## src/rtl/up_counter.sv

```systemverilog
// up_counter: free-running modulo-2^Size binary up-counter with synchronous active-low reset.
// Optional build macro COUNTER_WRAP_PULSE_EN adds a registered one-cycle wrap pulse output.
module up_counter #(
    parameter int Size = 5
) (
    input  logic            clock,
    input  logic            reset,
`ifdef COUNTER_WRAP_PULSE_EN
    output logic            wrap,
`endif
    output logic [Size-1:0] count
);

    generate
        if ((Size < 1) || (Size > 32)) begin : g_bad_size
            $error("up_counter: Size must be within 1..32");
        end
    endgenerate

    localparam logic [Size-1:0] zero_c = {Size{1'b0}};
    localparam logic [Size-1:0] inc_c  = Size'(1'b1);

    logic [Size-1:0] count_r;
    logic [Size-1:0] count_next_s;

    // Next value; the carry out of the MSB is dropped so the count wraps naturally
    always_comb begin
        count_next_s = count_r + inc_c;
    end

    // Count register; reset has priority over counting
    always_ff @(posedge clock) begin
        if (!reset) begin
            count_r <= zero_c;
        end else begin
            count_r <= count_next_s;
        end
    end

    assign count = count_r;

`ifdef COUNTER_WRAP_PULSE_EN
    localparam logic [Size-1:0] max_c = {Size{1'b1}};

    logic at_max_s;
    logic wrap_r;

    // Terminal-count decode: the next counting edge rolls over to zero
    always_comb begin
        at_max_s = (count_r == max_c);
    end

    // Wrap pulse only for a counting rollover, never for a reset-induced zero
    always_ff @(posedge clock) begin
        if (!reset) begin
            wrap_r <= 1'b0;
        end else begin
            wrap_r <= at_max_s;
        end
    end

    assign wrap = wrap_r;
`endif

endmodule

```

## config.mk

```make
export PLATFORM = sky130hd
export DESIGN_NAME = up_counter
export DESIGN_NICKNAME = d
export VERILOG_FILES = /design/src/rtl/up_counter.sv
export SDC_FILE = /design/constraint.sdc
export NUM_CORES = 1
export LEC_CHECK = 0
export BUFFER_PORTS_ARGS = -buffer_cell sky130_fd_sc_hd__buf_2
export CORE_AREA = 2 2 39 41
export DETAILED_ROUTE_END_ITERATION = 8
export DIE_AREA = 0 0 41 43
export GPL_ROUTABILITY_DRIVEN = 0
export PLACE_DENSITY = 0.3
export SLEW_MARGIN = 10
export SYNTH_ARGS = -nofsm -noshare
export SYNTH_HDL_FRONTEND = slang
export SYNTH_SLANG_ARGS = --single-unit
export TNS_END_PERCENT = 30
```

## constraint.sdc

```tcl
create_clock -name clock -period 0.84 [get_ports clock]
set_input_delay 0.084 -clock clock [delete_from_list [all_inputs] [get_ports clock]]
set_output_delay 0.084 -clock clock [all_outputs]
set_load 0.01 [all_outputs]
```

---- Word-level counts from Yosys, hierarchy flattened ----
Cells that the tools add are included.
storage, ports and cells
  output and inout bits ................... 5
  input bits .............................. 2
  register bits after elaboration ......... 5
  logic and storage cells ................. 2
operators by class
  add/sub/neg operators ................... 1
operators with widths
  operator                                      number
  adder 5 x 1 -> 5 bit (second input constant)  1

---- Longest topological paths before layout ----
  depth after elaboration ................. 1
  depth in mapped cells ................... 3

---- Least setup slack after synthesis ----
OpenSTA, ideal clock, no wires.
  kind .................................... flip-flop to flip-flop
  from .................................... register count_r[0] (netlist: count[0])
  to ...................................... register count_r[2] (netlist: count[2])
  cell stages (with the launch flop) ...... 4
  setup time .............................. 0.115 ns
  arrival ................................. 0.838 ns
  path slack .............................. -0.113 ns
  period minus slack after synthesis ...... 0.953 ns
  path buffers ............................ 0
  cells stage by stage .................... dfxtp_1 > ha_1 > xor2_1 > and2_1
on the way
  cells in the longest elaborated chain, start to end .. 1
ends and longest elaborated chain
  item                      line  RTL
  start: declaration        23    logic [Size-1:0] count_r;
  start signal: assignment  34    count_r <= zero_c;
  start signal: assignment  36    count_r <= count_next_s;
  adder 5 x 1 -> 5 bit      28    count_next_s = count_r + inc_c;
No other way between the ends.
A chain may end at the register's enable or synchronous reset.

---- Final worst setup path ----
  from .................................... register count_r[0] (netlist: count[0])
  to ...................................... output port count[0]
RTL lines
  item              line  RTL
  end: declaration  11    output logic [Size-1:0] count
No word-level cell between the ends.

==> flow_metrics.tcl <==
set metrics [dict create \
    cts_buffer_depth 2 \
    drv_cap 0 \
    syn-num-nets 21 \
    worstPathRequired_ns 0.76 \
    end_kind "output port" \
    synth_top_area_cell "dfxtp_1" \
    drt-initial-drc-count 3 \
    fin_ws_ns -0.0562 \
    min_from "reset" \
    finalSetupViolCount 3 \
    ctsHoldBuffers 0 \
    slew_headroom_pct 92.7 \
    antenna_found_initial 0 \
    vdd_drop_max_uv 611 \
    yosysSeqAreaShare_pct 52.6 \
    leakagePower_nw 0.157 \
    layout-drive-gt1-share_pct 56.7 \
    synth.distinct_cells 9 \
    cts_root_buffer "clkbuf_4" \
    synth_area_sq_um 190 \
    nFillCells 154 \
    grt_pass1_wl_um 669 \
    postPlaceCellArea_sq_um 273 \
    crit_family "flip-flops" \
    critPathBufInv 2 \
    ff2ff_setup_slack_ns -0.02 \
    coreArea_sq_um 1380 \
    cts_buffers 3 \
    skew_ns 0.00643 \
    ant_nets 0 \
    fin_nets 34 \
    synth_top_area_share_pct 52.6 \
    path_clk_slew_ns 0.05 \
    grt_pass1_vias 163 \
    largest_register_ffs 5 \
    crit_chain "buf_6 > buf_6" \
    post-cts-setup-buffers 0 \
    wl_per_cell_um 8.54 \
    cp_slowest_cell "dfxtp_4" \
    min_period_ns 0.896 \
    grt-ovfl-total 0 \
    slew_viol_final 0 \
    viasPerCell 3.67 \
    avgSynthCellArea_sq_um 10.6 \
    track_usage_pct 6.54 \
    die_w_um 41 \
    rsz0062_at_grt "true" \
    totalWireLength_um 393 \
    hp-class "input pin to register" \
    antennaDiodeCount 0 \
    timing.hold.ws_ns 0.132 \
    holdPathEnd "count[1]$_SDFF_PN0_" \
    p_per_area_nw_per_um2 1890 \
    syn_to_final_growth_pct 76.3 \
    die_y_um 43 \
    clock-sinks 5 \
    ys.warnings.count 0 \
    clkLatencyLatePin_ns 0.25 \
    hold_depth 2 \
    path_max_fanout 3 \
    stdcell_area_sq_um 335 \
    start_util_pct 13.7 \
    ys_ff_latch 5 \
    cp_common_cell "buf_6" \
    rr_startpoint "count[0]$_SDFF_PN0_" \
    fmax_ghz 1.12 \
    rr_endpoint "count[2]$_SDFF_PN0_" \
    ys_top_cells_by_area "dfxtp_1 53%, mux2i_1 11%, and2_1 6.6%" \
    crit_type "register to output port" \
    port_buffers 6 \
    tightest_slew_ns 0.106 \
    place_ws_ns -0.0188 \
    grt_max_degree 8 \
    arrival_ns 0.81 \
    violations "negative setup slack" \
    vias 169 \
    cts_tree "done" \
    rows 14 \
    postSynthCellCount 18 \
    io-pin-count 7 \
    status "finished with violations" \
    hold_viol 0 \
    die_area_sq_um 1760 \
    dr.pass1.iters 2 \
    crit_path_start_kind "register" \
    rr_worst_depth 3 \
    drc_errors 0 \
    setup_tns_ns -0.122 \
    fin_util_pct 24.2 \
    critPathMaxStageDelay_ns 0.35 \
    htreeDepth 1 \
    fin_crit_sh_pct 107 \
]
[per-stage QoR]
stage,power [mW],std cells
after floorplan,0.295,18
after global placement,0.329,42
after detailed placement,0.331,42
after CTS,0.647,46
after global routing,0.677,46
final,0.632,46
[area by class of cell]
class	instances	area (sq um)	area share (%)
Timing Repair Buffer	8	71.3	21.3
Tap cell	16	20.0	5.97
Clock buffer	4	26.3	7.84
Sequential cell	5	110	32.8
Multi-Input combinational cell	13	108	32.1
[synthesized netlist by cell type]
| cell | n |
|---|---|
| nand2_1 | 2 |
| dfxtp_1 | 5 |
| nand3_1 | 2 |
| mux2i_1 | 2 |
| and2_1 | 2 |
| xor2_1 | 1 |
| nor2b_1 | 1 |
| ha_1 | 1 |
| nand2b_1 | 2 |
[logic make-up (layout without fill, tap and decap cells)]
family	Yosys count	in the layout	share of synthesized area, %
multiplexers	2	2	10.5
AND/OR/NAND/NOR	9	9	25.7
buffers and inverters	0	12	0
flip-flops	5	5	52.6
adder cells (fa/ha/maj)	1	1	6.58
XOR/XNOR	1	1	4.61
[worst max-delay path by stage]
stage,from,endpoint,slack [ns],depth (start not counted)
final,count[0]$_SDFF_PN0_,count[0],-0.06,2
after global routing,count[0]$_SDFF_PN0_,count[0],-0.09,2
after CTS,count[0]$_SDFF_PN0_,count[0],-0.07,2
after detailed placement,count[0]$_SDFF_PN0_,count[2]$_SDFF_PN0_,-0.02,3
after global placement,count[0]$_SDFF_PN0_,count[2]$_SDFF_PN0_,-0.007,3
after floorplan,count[0]$_SDFF_PN0_,count[2]$_SDFF_PN0_,-0.02,3
[placed cells by master (no fill, tap or decap)]
| cell type | count |
|---|---|
| nand3_1 | 1 |
| buf_6 | 5 |
| ha_4 | 1 |
| and2_1 | 2 |
| nand2_1 | 2 |
| buf_2 | 3 |
| nand3_2 | 1 |
| nor2b_1 | 1 |
| mux2i_1 | 2 |
| clkbuf_4 | 3 |
| xor2_1 | 1 |
| dfxtp_2 | 2 |
| dfxtp_1 | 1 |
| nand2b_1 | 2 |
| clkbuf_1 | 1 |
| dfxtp_4 | 2 |
[where the power goes]
group | total [mW] | switching [mW] | internal (mW)
clock | 0.287 | 0.106 | 0.180
combinational | 0.0808 | 0.0284 | 0.0523
sequential | 0.265 | 0.0146 | 0.250
total | 0.632 | 0.150 | 0.483
[worst reg2reg max path, delay by kind of cell, from the launching register on]
family                     cells  cell delay (ns)
xor gates and xnor gates       1             0.13
and+or+nand+nor                1             0.13
adders and majority gates      1             0.16
DFF                            1             0.35
[metal layers]
metal / GRT usage, % / up-vias / share of wire (%)
met5: 0 / - / 0
met4: 6.00 / 0 / 3.8
met3: 4.71 / 2 / 7.6
met2: 7.81 / 7 / 51
met1: 7.12 / 75 / 37
li1: - / 85 / -
[timing repair]
action,CTS,global route
pin swaps,0,2
resized for setup,6,3
endpoints found under the setup margin,6,6
Power figures use the tool's default switching activity.
